File: src/rtl/cont_desc_nbits_pkg.sv
// Shared definitions for the loadable down counter: default width and FSM state encoding.
package cont_desc_nbits_pkg;

  localparam int CONT_N_DEF = 4;

  // Encoding 2'd3 is unused; the FSM sends it back to ST_IDLE.
  typedef enum logic [1:0] {
    ST_IDLE  = 2'd0,
    ST_COUNT = 2'd1,
    ST_DONE  = 2'd2
  } state_e;

endpackage

File: src/rtl/cont_desc_nbits_reg_carga.sv
// reg_carga: N-bit register with synchronous active-high reset and load enable.
import cont_desc_nbits_pkg::*;

module reg_carga #(
  parameter int N = CONT_N_DEF
) (
  input  logic         clk,
  input  logic         reset,
  input  logic         ld,
  input  logic [N-1:0] d,
  output logic [N-1:0] q
);

  logic [N-1:0] val_q, val_d;

  // Next value: capture d on ld, otherwise hold.
  always_comb begin
    val_d = val_q;
    if (ld) begin
      val_d = d;
    end else begin
      val_d = val_q;
    end
  end

  // Storage register with synchronous reset.
  always_ff @(posedge clk) begin
    if (reset) begin
      val_q <= '0;
    end else begin
      val_q <= val_d;
    end
  end

  assign q = val_q;

endmodule

File: src/rtl/cont_desc_nbits.sv
// Loadable N-bit down counter with terminal count. Macro AUTO_RELOAD_EN selects
// periodic reload at end of count; undefined gives one-shot behaviour ending in DONE.
import cont_desc_nbits_pkg::*;

module cont_desc_nbits #(
  parameter int N = CONT_N_DEF
) (
  input  logic         clk,
  input  logic         reset,
  input  logic         enable,
  input  logic         load,
  input  logic [N-1:0] D,
  output logic [N-1:0] Q,
  output logic         TC,
  output logic         done
);

  localparam logic [N-1:0] ONE = {{(N-1){1'b0}}, 1'b1};

  state_e       state_q, state_d;
  logic [N-1:0] q_q, q_d;
  logic [N-1:0] reload_q;
  logic         reload_ld_s;
  logic         tc_s;

  reg_carga #(.N(N)) u_reg_carga (
    .clk   (clk),
    .reset (reset),
    .ld    (reload_ld_s),
    .d     (D),
    .q     (reload_q)
  );

  // Next-state, next-count and terminal-count decode.
  always_comb begin
    state_d     = state_q;
    q_d         = q_q;
    reload_ld_s = 1'b0;
    tc_s        = 1'b0;
    case (state_q)
      ST_IDLE: begin
        if (load) begin
          q_d         = D;
          reload_ld_s = 1'b1;
          state_d     = ST_COUNT;
        end else begin
          q_d = q_q;
        end
      end
      ST_COUNT: begin
        // A load wins over enable: no decrement and no TC from the old value.
        if (load) begin
          q_d         = D;
          reload_ld_s = 1'b1;
        end else if (enable) begin
          if (q_q == '0) begin
            tc_s = 1'b1;
`ifdef AUTO_RELOAD_EN
            q_d = reload_q;
`else
            q_d     = '0;
            state_d = ST_DONE;
`endif
          end else begin
            q_d = q_q - ONE;
          end
        end else begin
          q_d = q_q;
        end
      end
      ST_DONE: begin
        if (load) begin
          q_d         = D;
          reload_ld_s = 1'b1;
          state_d     = ST_COUNT;
        end else begin
          q_d = '0;
        end
      end
      default: begin
        state_d = ST_IDLE;
      end
    endcase
  end

  // State and count registers with synchronous reset.
  always_ff @(posedge clk) begin
    if (reset) begin
      state_q <= ST_IDLE;
      q_q     <= '0;
    end else begin
      state_q <= state_d;
      q_q     <= q_d;
    end
  end

`ifndef AUTO_RELOAD_EN
  // The reload value is only consumed in auto-reload builds.
  logic unused_reload_s;
  assign unused_reload_s = ^reload_q;
`endif

  assign Q    = q_q;
  assign TC   = tc_s;
  assign done = (state_q == ST_DONE);

endmodule

File: config.mk
export PLATFORM = sky130hd
export DESIGN_NAME = cont_desc_nbits
export DESIGN_NICKNAME = d
export VERILOG_FILES = /design/src/rtl/cont_desc_nbits_pkg.sv /design/src/rtl/cont_desc_nbits_reg_carga.sv /design/src/rtl/cont_desc_nbits.sv
export SDC_FILE = /design/constraint.sdc
export NUM_CORES = 1
export LEC_CHECK = 0
export ABC_CLOCK_PERIOD_IN_PS = 1710
export CORE_MARGIN = 2
export CORE_UTILIZATION = 31
export CTS_CLUSTER_DIAMETER = 40
export DETAILED_ROUTE_END_ITERATION = 12
export GPL_ROUTABILITY_DRIVEN = 0
export HOLD_SLACK_MARGIN = 0.02
export PLACE_DENSITY_LB_ADDON = 0.1
export SLEW_MARGIN = 20
export SYNTH_ARGS = -nofsm -noshare
export SYNTH_HDL_FRONTEND = slang
export SYNTH_HIERARCHICAL = 1
export SYNTH_SLANG_ARGS = --single-unit
File: constraint.sdc
create_clock -name clk -period 1.71 [get_ports clk]
set_input_delay 0.2565 -clock clk [delete_from_list [all_inputs] [get_ports clk]]
set_output_delay 0.2565 -clock clk [all_outputs]
set_load 0.05 [all_outputs]
Word level (Yosys, flattened, before mapping). Index checks and enable logic that the tools add are counted.

Register bits: 6. Input port bits: 8.

Add/sub/neg operators: 1. Multiplexer cells: 15. Reductions and logical operators: 6. Eq/ne operators: 8.

Operators with widths (count): 4-bit 2-to-1 mux (5); 4-bit one-hot mux with 3 select lines (1); 2-bit 2-to-1 mux (4); 2-bit != test (second input constant) (4); 4-bit logical NOT (1); 1-bit 2-to-1 mux (4); 2-bit one-hot mux with 2 select lines (1); 4-bit AND reduction (1); 4-bit by 1-bit subtractor with 4-bit output (second input constant) (1); 3-bit != test (second input constant) (1); 3-bit AND reduction (1); 3-bit nonzero test (1); 2-bit by 1-bit == test with 1-bit output (second input constant) (1); 2-bit == test (second input constant) (1); 2-bit logical NOT (1); 2-bit by 1-bit != test with 1-bit output (second input constant) (1); 2-bit OR reduction (1).

Depth between registers and ports, before layout.
Depth after elaboration: 5. Depth in mapped cells: 6.

Least setup slack after synthesis. Ideal clock, no wire load.

Path kind: reg2reg. From: reg state_q[0]. To: reg q_q[2], in the netlist Q[2]. Arrival time: 1.573 ns. Cell stages (with the launch flop): 7. Path buffers: 0. Slack: 0.076 ns. Cells stage by stage: dfxtp_1 inv_1 ha_1 a21bo_4 nor2_1 nor4_2 a22o_1.

Longest elaborated chain between the ends: 3. Elaborated cells on any way between the ends: 8. Those cells by class: eq/ne: 4; mux: 1; reduce/logical: 3.

RTL lines: start: declaration (line cont_desc_nbits.sv:20) `state_e state_q, state_d;`; start signal: assignment (line cont_desc_nbits.sv:92) `state_q <= state_d;`; 2-bit == test (*); via done (line cont_desc_nbits.sv:15) `output logic done`; 3-bit nonzero test (no source line); 3-bit AND reduction (no source line); end signal: assignment (line cont_desc_nbits.sv:93) `q_q <= q_d;`; end: declaration (line cont_desc_nbits.sv:21) `logic [N-1:0] q_q, q_d;`.

Mark *: on every way through the listed nets, which the timed path passes. The rest lies on a longest branch. A chain may end at the register's enable or synchronous reset.

Worst setup path after layout.
From: reg q_q[1], in the netlist Q[1]. To: out TC.

Longest elaborated chain between the ends: 5.

RTL lines: 4-bit logical NOT (line cont_desc_nbits.sv:56) `if (q_q == '0) begin`; 1-bit 2-to-1 mux (line cont_desc_nbits.sv:56); 1-bit 2-to-1 mux (line cont_desc_nbits.sv:55) `end else if (enable) begin`; 1-bit 2-to-1 mux (line cont_desc_nbits.sv:52) `if (load) begin`; 1-bit 2-to-1 mux (line cont_desc_nbits.sv:40) `case (state_q)`; end: declaration (line cont_desc_nbits.sv:14) `output logic TC,`.

Every way passes these cells.

==> impl_metrics.tcl <==
set metrics [dict create \
    outcome "complete, no violations" \
    yosys_warnings 6 \
    use_met1_pct 19.5 \
    rsz0062_at_grt "no" \
    grt_pass1_wl_um 2040 \
    critPathKind "reg -> out" \
    drc_errors 0 \
    ant_nets 0 \
    grt_busiest_layer "met2" \
    ir_drop_mv 0.331 \
    numCtsBuffers 3 \
    port_buffers 13 \
    critical_path_arrival_ns 1.34 \
    first_iter_violations 10 \
    final_cell_mix "buf_4, nor2_1, dfxtp_1, clkdlybuf4s50_1" \
    io_pins 14 \
    core_mm2 0.00152 \
    drv_cap 0 \
    rr_worst_depth 6 \
    fmax_mhz 627 \
    setup_slack_ns 0.115 \
    cts_max_level 1 \
    ctsLongestPathBuffers 2 \
    syn_area_um2 508 \
    synth.avg_cell_area_um2 8.61 \
    whs_path_depth 2 \
    power_density_mw_per_mm2 773 \
    critPathSlowestCell "dfxtp_1" \
    cp_slowest_stage_delay_ns 0.39 \
    wl_per_cell_um 12.6 \
    finalPower_uw 564 \
    path_max_fanout 7 \
    fillers 171 \
    grt_overflow_total 0 \
    yosysUniqueCellTypes 27 \
    synth_fp_nets 71 \
    yosysSeqAreaShare_pct 23.6 \
    final_common_cell "buf_4" \
    hp-start "state_q[1]" \
    cts_tree "yes" \
    r2r_end "Q[2]" \
    cts.sinks 6 \
    drt_first_pass_iters 5 \
    clk_latency_ns 0.24 \
    vias 490 \
    drv_slew 0 \
    setup_viol 0 \
    crit_family "simple AND/OR/NAND/NOR gates" \
    die_area_mm2 0.00198 \
    antenna_cells 0 \
    hold_end "state_q[1]" \
    vias_per_cell 5.05 \
    antenna_found_initial 0 \
    fp.dieW_um 44.5 \
    p_int_uw 355 \
    worst_hold_path_type "reg -> reg" \
    initial_utilization_pct 33.3 \
    clkPwrFrac_pct 21.9 \
    hpwlAfterDp_um 1030 \
    drive_gt1_share_pct 30.9 \
    wirelength_um 1230 \
    syn2layout_area_growth_pct 43.8 \
    root_buffer "clkbuf_4" \
    synthCells 59 \
    p_leak_nw 0.304 \
    switchingPower_uw 210 \
    required_ns 1.45 \
    comb_power_share_pct 45.6 \
    grt_max_degree 8 \
    post-place-cells 94 \
    pwr-share-seq_pct 32.5 \
    fp.dieH_um 44.5 \
    slew_headroom_pct 78.5 \
    ys_ff_latch 6 \
    setup_tns_ns 0 \
    cts-hold-fix-buffers 0 \
    grt_use_met2_pct 20.6 \
    hold_violations 0 \
    path_cells "nor4_4, and4_2, buf_12" \
    period_needed_ns 1.60 \
    track_usage_pct 14.3 \
    met3_usage_pct 6.12 \
    skew_ns 0.00170 \
    regToRegStartpoint "state_q[1]" \
    reg2reg_slack_ns 0.16 \
    nNetsFinal 95 \
    tightest_slew_ns 0.322 \
    final_cells 97 \
    cp-end-kind "primary output" \
    clk_pin_slew_worst_paths_ns 0.04 \
    grt_pass1_vias 473 \
    rows 14 \
    cp-start-kind "flip-flop" \
    switching_share_pct 37.2 \
    period_share_pct 93.3 \
    crit_buf_inv 1 \
    post-place-ws_ns -0.0375 \
]
## sequential cells by signal (all words and copies together) (netlist names)
register and cells:
Q 4, state_q 2
## worst max path at each step
stage	start	endpoint	slack [ns]	cells past startpoint
floorplan	state_q[0]	Q[2]	0.08	6
global route	Q[3]	TC	0.006	3
finish	Q[1]	TC	0.11	3
global placement	load	TC	-0.008	4
CTS	Q[3]	TC	0.09	3
detailed placement	load	Q[3]	-0.04	6
## cell type report
class	instances	area [um2]	share of cell area (%)
inverters	5	18.8	2.57
repair buffers	20	191	26.2
well taps	16	20.0	2.74
flip-flops and latches	6	120	16.4
multi-input cells	47	358	49.0
clock buffers	3	22.5	3.08
## tightest hold or removal path: stages, from the launching register on
cell      delay [ns]
dfxtp_1         0.32
inv_1           0.12
a211oi_2        0.07
## synth_stat cells
master	instances	area share, %
a22o_1	3	5.2
o21ai_0	5	4.9
and4_2	1	2.0
o2111ai_2	1	3.0
a21oi_2	1	1.7
nor2b_4	1	2.7
o221ai_1	1	1.7
inv_1	5	3.7
a32oi_1	1	1.7
nand3_1	1	0.98
nor4_4	1	4.2
a221oi_1	1	1.7
buf_6	1	2.2
a31oi_1	2	2.5
a21o_1	1	1.5
nand2_1	4	3.0
ha_1	4	9.9
nor3_1	2	2.0
nor2_1	8	5.9
nand2b_1	3	3.7
a211oi_2	1	2.5
a21oi_1	1	0.98
o21ba_2	1	2.0
nor4_2	1	2.5
a21bo_4	1	3.2
o22ai_1	1	1.2
dfxtp_1	6	24
## layer usage
layer / wire length, um / share of wire (%)
met1: 627 / 51
met2: 551 / 45
met3: 46 / 3.8
met4: 0 / 0
met5: 0 / 0
## what timing repair did
item	CTS	global route
setup endpoints to repair	1	0
resized for setup	1	0
setup buffers	0	0
## per-stage QoR
step / hold slack (ns) / instance area (um2) / utilization (%)
after floorplan: 0.321 / 508 / -
after global placement: 0.563 / 709 / 46.6
after detailed placement: 0.561 / 709 / 46.6
after CTS: 0.567 / 731 / 47.9
after global routing: 0.592 / 731 / 47.9
final: 0.569 / 731 / 47.9
## power by group through the flow
stage	registers [mW]	logic, mW	clock network, mW
global placement	0.187	0.260	0
CTS	0.184	0.259	0.131
floorplan	0.223	0.129	0
detailed placement	0.186	0.259	0
finish	0.184	0.258	0.123
global route	0.187	0.279	0.146
## logic make-up after synthesis
kind of cell,share of synthesized area (%)
flip-flops,23.6
buffers and inverters,5.91
AO/OA/AOI/OAI,33.7
adder cells (fa/ha/maj),9.85
AND/OR/NAND/NOR,26.8
Power figures use the tool's default switching activity.
